<file path="src/rtl/fbw_pkg.sv">
// Shared types and constants for the frame burst writer: FSM state encoding,
// MCB command opcodes and the byte-address helper.
package fbw_pkg;

    typedef enum logic [1:0] {
        StCalib,
        StIdle,
        StFill,
        StCmd
    } fbw_state_e;

    localparam logic [2:0] McbInstrWrite = 3'b000;

    // Word pointer to byte address; wraps modulo 2^30.
    function automatic logic [29:0] word_addr(input logic [29:0] base, input logic [29:0] ptr);
        return base + (ptr << 2);
    endfunction

endpackage

</file>
<file path="src/rtl/fbw_sync2.sv">
// Two-flop synchroniser for a single quasi-static level (mem_calib_done).
module fbw_sync2 (
    input  logic clk,
    input  logic reset_n,
    input  logic d_i,
    output logic q_o
);

    logic meta_q;
    logic sync_q;

    always_ff @(posedge clk or negedge reset_n) begin
        if (!reset_n) begin
            meta_q <= 1'b0;
            sync_q <= 1'b0;
        end else begin
            meta_q <= d_i;
            sync_q <= meta_q;
        end
    end

    assign q_o = sync_q;

endmodule

</file>
<file path="src/rtl/frame_burst_writer.sv">
// Streams engine words into MCB write bursts, double-buffering frames in memory.
// Define FBW_STATS_EN to add the frame_count / burst_count status outputs.
module frame_burst_writer
    import fbw_pkg::*;
#(
    parameter int unsigned BURST_LEN   = 16,
    parameter int unsigned FRAME_WORDS = 4096,
    parameter logic [29:0] BUF0_BASE   = 30'h0000000,
    parameter logic [29:0] BUF1_BASE   = 30'h0100000
) (
    input  logic        clk,
    input  logic        reset_n,
    input  logic        src_valid,
    input  logic [31:0] src_data,
    output logic        src_ready,
    input  logic        frame_done,
    input  logic        render_reset,
    input  logic        mem_calib_done,
    input  logic        mem_wr_full,
    input  logic        mem_wr_empty,
    input  logic        mem_cmd_full,
    output logic        mem_reset,
    output logic        mem_wr_en,
    output logic [31:0] mem_wr_data,
    output logic        mem_cmd_en,
    output logic [2:0]  mem_cmd_instr,
    output logic [5:0]  mem_cmd_bl,
    output logic [29:0] mem_cmd_byte_addr,
    output logic        display_buf,
    output logic        clear_frame,
    output logic        busy
`ifdef FBW_STATS_EN
    ,
    output logic [15:0] frame_count,
    output logic [23:0] burst_count
`endif
);

    localparam int unsigned PtrW = $clog2(FRAME_WORDS + 1);
    localparam logic [PtrW-1:0] FrameWordsP = PtrW'(FRAME_WORDS);
    localparam logic [PtrW-1:0] BurstP      = PtrW'(BURST_LEN);
    localparam logic [6:0]      BeatLast    = 7'(BURST_LEN - 1);
    localparam logic [5:0]      CmdBl       = 6'(BURST_LEN - 1);

    fbw_state_e      state_q, state_d;
    logic [PtrW-1:0] ptr_q, ptr_d;
    logic [6:0]      beat_q, beat_d;
    logic            active_q, active_d;
    logic            disp_q, disp_d;
    logic            pend_fd_q, pend_fd_d;
    logic            pend_rr_q, pend_rr_d;
    logic            mem_reset_q;
    logic            calib_sync;
    logic            eff_fd, eff_rr;
    logic            apply_fd, apply_rr;
    logic            accept;

    fbw_sync2 u_calib_sync (
        .clk     (clk),
        .reset_n (reset_n),
        .d_i     (mem_calib_done),
        .q_o     (calib_sync)
    );

    always_ff @(posedge clk or negedge reset_n) begin
        if (!reset_n) begin
            state_q     <= StCalib;
            ptr_q       <= '0;
            beat_q      <= '0;
            active_q    <= 1'b0;
            disp_q      <= 1'b0;
            pend_fd_q   <= 1'b0;
            pend_rr_q   <= 1'b0;
            mem_reset_q <= 1'b1;
        end else begin
            state_q     <= state_d;
            ptr_q       <= ptr_d;
            beat_q      <= beat_d;
            active_q    <= active_d;
            disp_q      <= disp_d;
            pend_fd_q   <= pend_fd_d;
            pend_rr_q   <= pend_rr_d;
            mem_reset_q <= 1'b0;
        end
    end

    always_comb begin
        state_d           = state_q;
        ptr_d             = ptr_q;
        beat_d            = beat_q;
        active_d          = active_q;
        disp_d            = disp_q;
        src_ready         = 1'b0;
        mem_wr_en         = 1'b0;
        mem_wr_data       = '0;
        mem_cmd_en        = 1'b0;
        mem_cmd_bl        = '0;
        mem_cmd_byte_addr = '0;
        accept            = 1'b0;

        // Pulses are held until the FSM is back in IDLE; render_reset dominates.
        eff_fd    = pend_fd_q | frame_done;
        eff_rr    = pend_rr_q | render_reset;
        apply_rr  = (state_q == StIdle) && eff_rr;
        apply_fd  = (state_q == StIdle) && eff_fd && !eff_rr;
        pend_fd_d = eff_fd;
        pend_rr_d = eff_rr;

        unique case (state_q)
            StCalib: begin
                if (calib_sync) begin
                    state_d = StIdle;
                end
            end
            StIdle: begin
                if (apply_rr || apply_fd) begin
                    ptr_d     = '0;
                    pend_fd_d = 1'b0;
                    pend_rr_d = 1'b0;
                    if (apply_fd) begin
                        disp_d   = active_q;
                        active_d = ~active_q;
                    end
                end else if (mem_wr_empty && src_valid && (ptr_q < FrameWordsP)) begin
                    state_d = StFill;
                end
            end
            StFill: begin
                src_ready = ~mem_wr_full;
                accept    = src_valid & ~mem_wr_full;
                if (accept) begin
                    mem_wr_en   = 1'b1;
                    mem_wr_data = src_data;
                    if (beat_q == BeatLast) begin
                        beat_d  = '0;
                        state_d = StCmd;
                    end else begin
                        beat_d = beat_q + 7'd1;
                    end
                end
            end
            StCmd: begin
                if (!mem_cmd_full) begin
                    mem_cmd_en        = 1'b1;
                    mem_cmd_bl        = CmdBl;
                    mem_cmd_byte_addr = word_addr(active_q ? BUF1_BASE : BUF0_BASE, 30'(ptr_q));
                    ptr_d             = ptr_q + BurstP;
                    state_d           = StIdle;
                end
            end
            default: state_d = StCalib;
        endcase
    end

    assign mem_reset     = mem_reset_q;
    assign mem_cmd_instr = McbInstrWrite;
    assign display_buf   = disp_q;
    assign clear_frame   = (ptr_q == '0);
    assign busy          = (state_q != StIdle);

`ifdef FBW_STATS_EN
    logic [15:0] frame_cnt_q;
    logic [23:0] burst_cnt_q;

    always_ff @(posedge clk or negedge reset_n) begin
        if (!reset_n) begin
            frame_cnt_q <= '0;
            burst_cnt_q <= '0;
        end else begin
            if (apply_fd) begin
                frame_cnt_q <= frame_cnt_q + 16'd1;
            end
            if (apply_rr) begin
                burst_cnt_q <= '0;
            end else if (mem_cmd_en) begin
                burst_cnt_q <= burst_cnt_q + 24'd1;
            end
        end
    end

    assign frame_count = frame_cnt_q;
    assign burst_count = burst_cnt_q;
`endif

endmodule

</file>
<file path="config.mk">
export PLATFORM = sky130hd
export DESIGN_NAME = frame_burst_writer
export DESIGN_NICKNAME = d
export VERILOG_FILES = /design/src/rtl/fbw_pkg.sv /design/src/rtl/fbw_sync2.sv /design/src/rtl/frame_burst_writer.sv
export SDC_FILE = /design/constraint.sdc
export NUM_CORES = 1
export LEC_CHECK = 0
export CAP_MARGIN = 0
export CORE_MARGIN = 2
export CORE_UTILIZATION = 33
export CTS_CLUSTER_DIAMETER = 120
export DETAILED_ROUTE_END_ITERATION = 6
export PLACE_DENSITY = 0.74
export SLEW_MARGIN = 20
export SYNTH_ARGS = -nofsm -noshare
export SYNTH_HDL_FRONTEND = slang
export SYNTH_SLANG_ARGS = --single-unit
</file>
<file path="constraint.sdc">
create_clock -name clk -period 2.13 [get_ports clk]
set_clock_uncertainty 0.2 [all_clocks]
set_input_delay 0.639 -clock clk [delete_from_list [all_inputs] [get_ports clk]]
set_output_delay 0.639 -clock clk [all_outputs]
set_load 0.03 [all_outputs]
</file>
==> results of run 1 <==
## worst paths after layout
path / endpoint / slack [ps] / cells past startpoint
setup / recovery: mem_wr_data[5] / -450 / 7
hold / removal: u_calib_sync.q_o / 150 / 0
setup reg to reg: state_q[1] / -180 / 8
hold reg to reg: u_calib_sync.q_o / 150 / 0
max in group asynchronous: mem_reset / 910 / 2
min in group asynchronous: ptr_q[4] / 530 / 2
## state kept, by name, indices dropped and copies added (netlist names)
signal	count
state_q	2
pend_rr_q	1
mem_reset	1
ptr_q	9
display_buf	1
u_calib_sync.q_o	1
pend_fd_q	1
beat_q	7
u_calib_sync.meta_q	1
active_q	1
## layout make-up
class | count | area [um^2] | area share
Sequential cell | 25 | 626.9 | 0.1775
Clock buffer | 4 | 45.04 | 0.01275
Timing Repair Buffer | 138 | 1466 | 0.4152
Tap cell | 72 | 90.09 | 0.02550
Inverter | 9 | 43.79 | 0.01240
Multi-Input combinational cell | 163 | 1260 | 0.3567
## what timing repair did
item / 4_1_cts / 5_1_grt
setup endpoints to repair: 62 / 59
setup buffers: 14 / 8
gates cloned: 5 / 0
pin swaps: 9 / 12
resized for setup: 72 / 27
## metrics by stage
step / std cells / setup WS, ps / TNS, ps / hold slack (ps)
3_3_place_gp: 384 / -537.6 / -27640 / 132.6
3_5_place_dp: 384 / -546.0 / -28590 / 134.7
6_report: 411 / -451.3 / -17080 / 153.1
2_1_floorplan: 232 / -62.04 / -1962 / 131.2
5_1_grt: 411 / -499.5 / -20680 / 165.7
4_1_cts: 405 / -459.9 / -17050 / 155.8
## layer usage
| layer | vias to the layer above | global-route usage |
|---|---|---|
| met3 | 4 | 0.02500 |
| met5 | - | 0 |
| li1 | 914 | - |
| met1 | 900 | 0.2291 |
| met4 | 0 | 0.02586 |
| met2 | 51 | 0.3271 |
## power groups by stage
stage	sequential [mW]	clock (mW)	combinational, mW
after global routing	0.704	0.312	2.15
after CTS	0.685	0.300	1.76
after global placement	0.689	0	1.40
after floorplan	0.715	0	0.962
after detailed placement	0.696	0	1.43
final	0.691	0.291	2.00
## critical path, cell delays in order (launching register included)
cell     delay, ps
dfrtp_1        420
ha_4           170
and3b_2        240
buf_12         140
buf_12         120
buf_16         120
and2_4         130
buf_6          130
## cells in the mapped netlist (2+ instances only)
master,instances
a211oi_1,2
a21oi_1,9
a31o_2,2
a31oi_1,2
and2_1,40
and3_1,3
buf_2,3
buf_4,29
clkbuf_1,3
dfrtp_1,24
ha_1,8
inv_1,9
mux2_2,3
mux2i_1,5
nand2_1,7
nand3_1,2
nand4_1,2
nor2_1,10
nor3_1,5
o211ai_1,2
o21ai_0,9
o2bb2ai_1,3
or2_0,2
xnor2_1,3
xor2_1,3
## cells by family after synthesis
kind of cell | after synthesis | share of synthesized area
xor+xnor | 6 | 0.02806
other cells | 1 | 0.002002
buf+inv | 45 | 0.1543
mux | 8 | 0.04476
compound gates | 33 | 0.1236
fa+ha+maj | 8 | 0.05344
flops | 25 | 0.3347
simple gates | 81 | 0.2592
==> reports/results.tsv, run 1 <==
metric	value	unit
outcome	complete, but fails checks	
violated checks	negative setup slack	
Pins Over Slew Limit	0	
Design Area, Final	3532	um^2
vias in the first global route	1782	
Total GRT Usage	0.1793	
clk root buf	clkbuf_8	
# H-tree levels	1	
drt wl/cell	13.80	um
number of synthesized flops with an enable pin	0	
HPWL Detailed	3.808	mm
wirelength, routed	5.670	mm
routed vias	1869	
largest net degree at the start of global routing	26	
met3 routed WL	182	um
synth top area cells	dfrtp_1 (32%), and2_1 (13%), buf_4 (12%), ha_1 (5.3%), mux2i_1 (2.7%)	
nets@finish	389	
DRT Pass-1 Iters	4	
Avg Vias per Cell	4.547	
Final Wtd Congestion	0.7884	
Pwr Total	2.986	mW
Hold Path Class	flip-flop to flip-flop	
sequential fraction of the synthesis area	0.3347	
die footprint	6295	um^2
Critical path origin	state_q[1]	
Hold Startpoint	u_calib_sync.meta_q	
clk_lat worst skew	270	ps
cell taking the most area after synthesis	dfrtp_1	
num rows	27	
area delta synth->final	88.58	%
asr flop ratio synth	1.000	
fin crit period	2581	ps
Final Core Density	0.6414	
endpoints failing setup	54	
startpoint types	flip-flop	
Boundary Pins	119	
synthesized area per cell	9.049	um^2
Die Ht	79.34	um
Core Box Area	5507	um^2
total grt overflow	0	
met2 WL post-DR	3.052	mm
Net Sw Frac	0.4248	
CTS Buffer Depth	2	
CP required	1290	ps
Inserted Clock Buffers	3	
final hold violations	0	
clock power share	0.097	
Critical Path AT	1740	ps
P_int	1.718	mW
first-pass GRT wire length	8.942	mm
Final ANT Viol Nets	0	
number of max-cap violations	0	
met1 wire length	2.410	mm
uppermost layer routed	met4	
clock transition at the registers of the reported paths	80	ps
buffers added on ports	93	
Power Dens Cells	845.4	nW/um^2
Pleak	1.648	nW
initial antenna violation count	0	
DRC viols	0	
Setup crit end kind	primary output	
Cells after Synth	207	
Net Switching	1.269	mW
Synth top area share	0.3206	
layout cell share with drive strength beyond 1	0.5103	
Seq pwr share	0.232	
Synth Cell Area	1873	um^2
CTS tree	done	
CTS sink count	25	
Reg2Reg Launch Point	state_q[1]	
Max VDD drop	0.0007257	V
Logic pwr share	0.671	
die span in x	79.34	um
commonest non-fill, non-tap cell in the layout	buf_6	
YS warnings	0	
DP Area	2925	um^2
Main synth FF type	dfrtp_1	
Yosys cell types	42	
Starting Density	0.3401	
initial drt markers	75	
fill count	456	
CTS hold repair buffers	0	
critical path class	flip-flop to primary output	
#FFs+latches synth	25	
number of diodes	0	
CP Max Fanout	5	
FMAX	387.4	MHz
most frequent cells in the layout	buf_6 (51), and2_4 (35), clkdlybuf4s50_1 (35)	
final worst slack	-451.3	ps
Final Cycle Share	1.212	
unrepaired setup endpoints after global routing	yes	
(Power assumes the default switching activity.)
==> run 2: changes to the inputs <==
--- a/config.mk
+++ b/config.mk
@@ -6,6 +6,7 @@
 export NUM_CORES = 1
 export LEC_CHECK = 0
 export CAP_MARGIN = 0
+export CORE_ASPECT_RATIO = 2
 export CORE_MARGIN = 2
 export CORE_UTILIZATION = 33
 export CTS_CLUSTER_DIAMETER = 120
==> reports/results.tsv, run 2 (synthesized netlist as in run 1, its figures left out) <==
metric	value	unit	change
layout cell share with drive strength beyond 1	0.4970		-0.01332
Total GRT Usage	0.1803		+0.0009396
clock transition at the registers of the reported paths	90	ps	about the same
routed vias	1896		+1.4%
DRC viols	0		unchanged
endpoints failing setup	55		+1.9%
commonest non-fill, non-tap cell in the layout	buf_6		
final hold violations	0		unchanged
Avg Vias per Cell	4.812		+5.8%
P_int	1.696	mW	-1.2%
clk_lat worst skew	270	ps	about the same
number of max-cap violations	0		unchanged
largest net degree at the start of global routing	26		unchanged
most frequent cells in the layout	buf_6 (57), and2_4 (41), clkdlybuf4s50_1 (35)		
critical path class	flip-flop to primary output		
Max VDD drop	0.0008870	V	+22%
Power Dens Cells	841.2	nW/um^2	-0.50%
number of flip-flops in the largest register	9		unchanged
Net Sw Frac	0.4225		-0.002325
Setup crit end kind	primary output		
initial drt markers	42		-44%
num rows	38		+41%
fin crit period	2500	ps	-81.26 ps
Pleak	1.623	nW	-1.5%
Inserted Clock Buffers	3		unchanged
Seq pwr share	0.238		+0.006
# H-tree levels	1		unchanged
Starting Density	0.3426		+0.002413
final worst slack	-370.0	ps	+81.26 ps
violated checks	negative setup slack		
setup TNS	-15530	ps	+1548 ps
die span in x	57.27	um	-28%
Logic pwr share	0.663		-0.008
nets@finish	384		-1.3%
Die Ht	110.5	um	+39%
unrepaired setup endpoints after global routing	yes		
die footprint	6331	um^2	+0.57%
buffers added on ports	93		unchanged
total grt overflow	0		unchanged
CP Max Fanout	8		+3
worst slack, placed	-553.9	ps	-7.888 ps
clock power share	0.098		about the same
Design Area, Final	3492	um^2	-1.1%
initial antenna violation count	0		unchanged
Final Wtd Congestion	0.8235		+4.5%
CP required	1290	ps	about the same
Top reg by flops	ptr_q		
Pins Over Slew Limit	0		unchanged
Hold Path Class	flip-flop to flip-flop		
vias in the first global route	1834		+2.9%
Largest regs	ptr_q x9, beat_q x7, state_q x2		
DP Area	2925	um^2	unchanged
first-pass GRT wire length	9.032	mm	+1.0%
drt wl/cell	14.46	um	+4.8%
Net Switching	1.241	mW	-2.2%
outcome	complete, but fails checks		
DRT Pass-1 Iters	4		unchanged
CTS tree	done		
area delta synth->final	86.44	%	
Critical Path AT	1660	ps	-80 ps
Boundary Pins	119		unchanged
CTS Buffer Depth	2		unchanged
clk root buf	clkbuf_8		
startpoint types	flip-flop		
CTS sink count	25		unchanged
wirelength, routed	5.696	mm	+0.46%
Core Box Area	5468	um^2	-0.70%
HPWL Detailed	3.871	mm	+1.7%
Final Cycle Share	1.174		-0.03815
Final ANT Viol Nets	0		unchanged
FMAX	400.0	MHz	+3.3%
number of diodes	0		unchanged
-- run 2: cell types whose count changed in the layout (fill, tap and decap cells not counted), sizes merged --
cell / change
buf: -5
dlygate4sd2: +1
clkinvlp: +1
clkdlybuf4s15: -1
clkbuf: -1
-- run 2: layout make-up --
cell class | instances | area (um^2)
fill | 433 | 1976
timing repair buffer | 133 | 1429
multi-input combinational | 163 | 1270
sequential | 25 | 628.1
tap | 60 | 75.07
clock buffer | 3 | 41.29
inverter | 9 | 41.29
clock inverter | 1 | 7.507
-- run 2: worst paths after layout --
check / start / to / slack (ps) / depth (start not counted)
hold / removal: u_calib_sync.meta_q / u_calib_sync.q_o / 170 / 0
setup / recovery: state_q[0] / mem_wr_data[27] / -370 / 7
max in group asynchronous: reset_n / mem_reset / 900 / 2
hold reg to reg: u_calib_sync.meta_q / u_calib_sync.q_o / 170 / 0
setup reg to reg: state_q[1] / ptr_q[8] / -140 / 10
min in group asynchronous: reset_n / ptr_q[5] / 530 / 2
-- run 2: metrics by stage --
| stage | power, mW | utilization | hold WS, ps | instances |
|---|---|---|---|---|
| after floorplan | 1.678 | - | 131.2 | 232 |
| after global placement | 2.192 | 0.5350 | 134.7 | 374 |
| after detailed placement | 2.230 | 0.5350 | 147.9 | 374 |
| after CTS | 2.850 | 0.6311 | 169.6 | 392 |
| after global routing | 3.115 | 0.6387 | 172.3 | 394 |
| final | 2.937 | 0.6387 | 165.7 | 394 |
-- run 2: worst max-delay path: stages, from the launching register on --
cell and delay [ps]:
dfrtp_1 400, inv_2 80, ha_4 130, and3b_2 230, buf_6 160, buf_16 130
and2_4 130, buf_6 120
-- run 2: per-layer routing --
metal / global-route usage / up-vias / routed length [um]
met5: 0 / - / 0
met4: 0.06357 / 0 / 138
met3: 0.02576 / 13 / 278
met2: 0.3471 / 80 / 3303
met1: 0.1874 / 897 / 1975
li1: - / 906 / -
-- run 2: what timing repair did --
| action | CTS | global route |
|---|---|---|
| endpoints found under the setup margin | 62 | 63 |
| endpoints found under the hold margin | 0 | 0 |
| hold buffers | 0 | 0 |
| setup buffers | 13 | 4 |
| resized for setup | 91 | 12 |
| cloned | 4 | 0 |
| pin swaps | 25 | 9 |
-- run 2: power groups by stage --
stage,clock network (mW),logic [mW],registers (mW)
after detailed placement,0,1.53,0.698
final,0.289,1.95,0.700
after global routing,0.315,2.08,0.715
after global placement,0,1.50,0.691
after CTS,0.295,1.86,0.696
after floorplan,0,0.962,0.715
